--- config.mk ---
export PLATFORM = sky130hd
export DESIGN_NAME = seq101_stream_ctrl
export DESIGN_NICKNAME = d
export VERILOG_FILES = /design/src/rtl/seq101_stream_ctrl.sv
export SDC_FILE = /design/constraint.sdc
export NUM_CORES = 1
export LEC_CHECK = 0
export ABC_AREA = 1
export CAP_MARGIN = 15
export CORE_MARGIN = 5
export CORE_UTILIZATION = 30
export CTS_CLUSTER_SIZE = 14
export DETAILED_ROUTE_END_ITERATION = 8
export SYNTH_ARGS = -nofsm -noshare
export SYNTH_HDL_FRONTEND = slang
export SYNTH_SLANG_ARGS = --single-unit
--- constraint.sdc ---
create_clock -name clk -period 1.4 [get_ports clk]
set_input_delay 0.28 -clock clk [delete_from_list [all_inputs] [get_ports clk]]
set_output_delay 0.28 -clock clk [all_outputs]
set_load 0.01 [all_outputs]
--- src/rtl/seq101_stream_ctrl.sv ---
// -----------------------------------------------------------------------------
// seq101_stream_ctrl
//   Frame sequencer for a serial "101" Mealy detector.
//
//   Operation
//     1. Accepts a parallel byte on a start request.
//     2. Clears the detector for one cycle.
//     3. Streams the byte MSB-first into the detector, one bit per clock.
//     4. Counts the detector's match pulses, saturating at 2**CNT_W-1.
//     5. Reports the count with a one-cycle done pulse.
//
//   Optional feature (macro SEQ101_CTRL_CONT_EN)
//     - A start seen in DONE is accepted and the next frame goes straight
//       to SHIFT, without the CLEAR cycle.
//     - The detector state therefore carries across the frame boundary.
//
//   Ports
//     clk        in   1       system clock, rising edge
//     rst_n      in   1       asynchronous active-low reset
//     start_i    in   1       frame request (sampled in IDLE, and DONE when continuous)
//     data_i     in   DATA_W  frame payload, captured on acceptance
//     busy_o     out  1       high in CLEAR, SHIFT and DONE
//     done_o     out  1       one-cycle pulse, count_o valid
//     count_o    out  CNT_W   match count of the last frame
//     det_clr_o  out  1       registered detector clear
//     det_din_o  out  1       serial bit to the detector
//     det_vld_o  out  1       high while det_din_o carries a frame bit
//     match_i    in   1       detector Mealy output
// -----------------------------------------------------------------------------
module seq101_stream_ctrl #(
   parameter int DATA_W = 8,
   parameter int CNT_W  = 4
) (
   input  logic              clk,
   input  logic              rst_n,
   input  logic              start_i,
   input  logic [DATA_W-1:0] data_i,
   output logic              busy_o,
   output logic              done_o,
   output logic [CNT_W-1:0]  count_o,
   output logic              det_clr_o,
   output logic              det_din_o,
   output logic              det_vld_o,
   input  logic              match_i
);

   localparam int               BCW      = $clog2(DATA_W);
   localparam logic [BCW-1:0]   LAST_BIT = BCW'(DATA_W - 1);
   localparam logic [CNT_W-1:0] CNT_MAX  = {CNT_W{1'b1}};

   typedef enum logic [1:0] {
      ST_IDLE  = 2'd0,
      ST_CLEAR = 2'd1,
      ST_SHIFT = 2'd2,
      ST_DONE  = 2'd3
   } state_t;

   state_t              state_r;
   state_t              state_s;
   logic                accept_s;
   logic [DATA_W-1:0]   shift_r;
   logic [BCW-1:0]      bit_cnt_r;
   logic [CNT_W-1:0]    count_r;
   logic                busy_r;
   logic                done_r;
   logic                clr_r;
   logic                vld_r;

   // State register.
   always_ff @(posedge clk or negedge rst_n) begin
      if (!rst_n) begin
         state_r <= ST_IDLE;
      end else begin
         state_r <= state_s;
      end
   end

   // Next-state logic and frame acceptance.
   always_comb begin
      state_s  = state_r;
      accept_s = 1'b0;
      case (state_r)
         ST_IDLE: begin
            if (start_i) begin
               accept_s = 1'b1;
               state_s  = ST_CLEAR;
            end else begin
               state_s  = ST_IDLE;
            end
         end
         ST_CLEAR: begin
            state_s = ST_SHIFT;
         end
         ST_SHIFT: begin
            // bit_cnt_r counts the bits already on det_din_o before this edge.
            if (bit_cnt_r == LAST_BIT) begin
               state_s = ST_DONE;
            end else begin
               state_s = ST_SHIFT;
            end
         end
         ST_DONE: begin
`ifdef SEQ101_CTRL_CONT_EN
            // Back-to-back frame: keep detector history, so no CLEAR cycle.
            if (start_i) begin
               accept_s = 1'b1;
               state_s  = ST_SHIFT;
            end else begin
               state_s  = ST_IDLE;
            end
`else
            state_s = ST_IDLE;
`endif
         end
         default: begin
            state_s = ST_IDLE;
         end
      endcase
   end

   // Status outputs are decoded from the next state and registered, so they
   // are glitch-free and line up with the state they describe.
   always_ff @(posedge clk or negedge rst_n) begin
      if (!rst_n) begin
         busy_r <= 1'b0;
         done_r <= 1'b0;
         clr_r  <= 1'b0;
         vld_r  <= 1'b0;
      end else begin
         busy_r <= (state_s != ST_IDLE);
         done_r <= (state_s == ST_DONE);
         clr_r  <= (state_s == ST_CLEAR);
         vld_r  <= (state_s == ST_SHIFT);
      end
   end

   // Frame datapath: payload shifter, bit counter and saturating match counter.
   always_ff @(posedge clk or negedge rst_n) begin
      if (!rst_n) begin
         shift_r   <= {DATA_W{1'b0}};
         bit_cnt_r <= {BCW{1'b0}};
         count_r   <= {CNT_W{1'b0}};
      end else if (accept_s) begin
         shift_r   <= data_i;
         bit_cnt_r <= {BCW{1'b0}};
         count_r   <= {CNT_W{1'b0}};
      end else if (state_r == ST_SHIFT) begin
         shift_r   <= {shift_r[DATA_W-2:0], 1'b0};
         bit_cnt_r <= bit_cnt_r + BCW'(1);
         if (match_i && (count_r != CNT_MAX)) begin
            count_r <= count_r + CNT_W'(1);
         end else begin
            count_r <= count_r;
         end
      end else begin
         shift_r   <= shift_r;
         bit_cnt_r <= bit_cnt_r;
         count_r   <= count_r;
      end
   end

   assign busy_o    = busy_r;
   assign done_o    = done_r;
   assign count_o   = count_r;
   assign det_clr_o = clr_r;
   assign det_vld_o = vld_r;
   assign det_din_o = shift_r[DATA_W-1];

endmodule
==> reports/results.txt <==
status -> completed
worst path required time -> 1.60 ns
drt pass-1 iters -> 4
Top Family by Delay on Critical Path -> flip-flops
worst vdd ir -> 0.759 mV
Worst path slowest cell -> dfrtp_1
Slew HR -> 81.9%
worst reg2reg startpoint -> count_o[0]$_DFFE_PN0P_
# H-tree levels -> 1
Rows -> 20
largest net degree at the start of global routing -> 22
Via density -> 4.58
count of final setup violators -> 0
register area share after synthesis -> 53.2%
#FFs+latches synth -> 21
Syn Inst Count -> 110
most used cell, CP -> nand2_1
Tot GR Track Use -> 10.5%
RSZ-0062 raised after global routing -> false
Reg power frac -> 38.8%
CP peak stage delay -> 0.39 ns
Hold Vio Cnt, Final -> 0
Final Instance Area -> 1310 um2
reg2reg end -> count_o[0]$_DFFE_PN0P_
synth warn -> 0
CP bufs+invs -> 2
CP Max Fanout -> 5
Syn-to-layout area delta -> 32.2%
input/output buffers -> 20
DIE WIDTH -> 67.4 um
crit-path cells -> buf_4 -> ha_1 -> nand3_2 -> nand2_2 -> inv_2 -> nand2_1 -> nand2_1 -> nor2_2
CP endpoint kind -> register
FF-to-FF path depth -> 8
Initial Util -> 31.8%
Final TNS setup -> 0 ns
total core area -> 3100 um2
drc violations -> 0
clock sink count -> 21
total grt overflow -> 0
Worst-Margin Slew -> 0.272 ns
Final min period -> 1.27 ns
GR peak layer -> met2
die area -> 4540 um2
CTS Buf Count -> 3
I/O pin count -> 21
reg2reg setup slack -> 0.13 ns
via count -> 838
PwrDens -> 1970 nW/um2
final wirelength -> 1890 um
critical path class -> reg -> reg
initial antenna violation count -> 0
per-cell routed wire length -> 10.3 um
CTS Root Cell -> clkbuf_4
Setup Skew -> 0.00247 ns
Reg clk slew, reported paths -> 0.11 ns
Hold Path Class -> in -> async
M3 GR Usage -> 3.83%
DP HPWL -> 1440 um
Clock Latency Late Sink -> 0.30 ns
die span in y -> 67.4 um
hold buffers post-CTS -> 0
first-pass GRT wire length -> 3680 um
Nets -> 158
Post-Place Cell Area -> 1270 um2
Detail Route Antenna Nets -> 0
met2 Usage GRT -> 18.8%
syn_area_per_cell -> 8.97 um2
Synth Cell Area -> 987 um2
Setup crit start kind -> register
Sw Share -> 39.1%
Pins Over Slew Limit -> 0
vias in the first global route -> 911
fin crit share -> 90.5%
Critical Path AT -> 1.47 ns
Comb power frac -> 50.2%
Clk pwr share -> 11.0%
unique cell type count in the Yosys netlist -> 18
CTS tree -> yes
share of layout cells above drive strength 1 -> 14.4%
Initial DRC Count -> 36
Ant. Diodes -> 0
Pint -> 1.57 mW
Max Cap Violations -> 0
gpl congestion -> 0.714
met1 Usage GRT -> 11.8%
Net Sw Power -> 1.01 mW
Leak -> 0.655 nW
Post-Syn Nets -> 128
CTS max path bufs -> 2
f_max -> 790 MHz
flip-flops by register name (all words and copies together), names as in the netlist:
register	flops
count_o	4
det_vld_o	1
shift_r	8
state_r	2
det_clr_o	1
bit_cnt_r	3
done_o	1
busy_o	1
placed cells by master (no fill, tap or decap), drive strengths merged:
master	instances
nor2	17
nand2	24
nand3b	1
clkdlybuf4s50	11
o21ai	2
a21oi	5
dlygate4sd2	9
clkinv	2
dfrtp	21
xnor2	1
nand3	19
clkbuf	3
inv	8
nand4	2
buf	8
ha	6
cell usage after synthesis:
library cell / n / area (um2)
nand2_1: 22 / 82.6
dfrtp_1: 21 / 526
nand3_1: 18 / 90.1
nor2_1: 16 / 60.1
ha_1: 6 / 75.1
a21oi_1: 5 / 25.0
inv_1: 5 / 18.8
inv_2: 3 / 11.3
buf_4: 2 / 15.0
nand2_2: 2 / 12.5
nand4_1: 2 / 12.5
o21ai_0: 2 / 10.0
buf_6: 1 / 11.3
clkinv_2: 1 / 5.00
nand3_2: 1 / 10.0
nand3b_1: 1 / 7.51
nor2_2: 1 / 6.26
xnor2_1: 1 / 8.76
power groups by stage:
| stage | Sequential [mW] | Clock, mW | Combinational (mW) |
|---|---|---|---|
| after floorplan | 1.08 | 0 | 0.770 |
| after global placement | 1.03 | 0 | 1.27 |
| after detailed placement | 1.05 | 0 | 1.31 |
| after CTS | 1.00 | 0.302 | 1.32 |
| after global routing | 1.03 | 0.332 | 1.48 |
| final | 1.00 | 0.283 | 1.29 |
layout make-up:
| type | count | area [um2] |
|---|---|---|
| clock buffers | 3 | 22.5 |
| clock inverters | 1 | 5.00 |
| fillers | 337 | 1800 |
| inverters | 9 | 35.0 |
| multi-input cells | 77 | 400 |
| flip-flops and latches | 21 | 526 |
| well taps | 44 | 55.1 |
| repair buffers | 28 | 262 |
cells by family (layout without fill, tap and decap cells):
group                      count (synthesis)  count (layout)  synth area share [%]
and+or+nand+nor                           63              63                  28.5
DFF                                       21              21                  53.2
buffers and inverters                     12              41                  6.21
AOI/OAI and AO/OA                          7               7                  3.55
adders and majority gates                  6               6                  7.60
xor gates and xnor gates                   1               1                 0.887
routing by layer:
| layer | up-vias | share of wire (%) |
|---|---|---|
| met4 | 0 | 0.48 |
| met3 | 2 | 6.2 |
| met1 | 403 | 46 |
| met5 | - | 0 |
| li1 | 416 | - |
| met2 | 17 | 48 |
repair_timing:
item | CTS | global route
gates resized for setup | 9 | 0
buffers inserted | 3 | 0
endpoints found under the hold margin | 0 | 0
endpoints found under the setup margin | 9 | 0
worst max-delay path by stage:
stage               slack, ns              startpoint  depth (start not counted)                endpoint
finish                   0.13  count_o[0]$_DFFE_PN0P_                          8  count_o[0]$_DFFE_PN0P_
CTS                      0.11  shift_r[7]$_DFFE_PN0P_                          1               det_din_o
global placement          0.1                 start_i                          5  shift_r[3]$_DFFE_PN0P_
global route             0.02  count_o[0]$_DFFE_PN0P_                          7  count_o[1]$_DFFE_PN0P_
floorplan                0.23  count_o[0]$_DFFE_PN0P_                          6  count_o[0]$_DFFE_PN0P_
detailed placement       0.07                 start_i                          5  shift_r[3]$_DFFE_PN0P_
per-stage QoR:
| stage | std cells | worst slack (ns) | hold slack [ns] | total power [mW] | util (%) |
|---|---|---|---|---|---|
| after floorplan | 110 | 0.232 | -0.0156 | 1.85 | - |
| after global placement | 176 | 0.0960 | 0.492 | 2.30 | 40.8 |
| after detailed placement | 176 | 0.0749 | 0.502 | 2.36 | 40.8 |
| after CTS | 183 | 0.115 | 0.314 | 2.62 | 42.1 |
| after global routing | 183 | 0.0218 | 0.329 | 2.84 | 42.1 |
| final | 183 | 0.134 | 0.314 | 2.58 | 42.1 |
(Power assumes the default switching activity.)
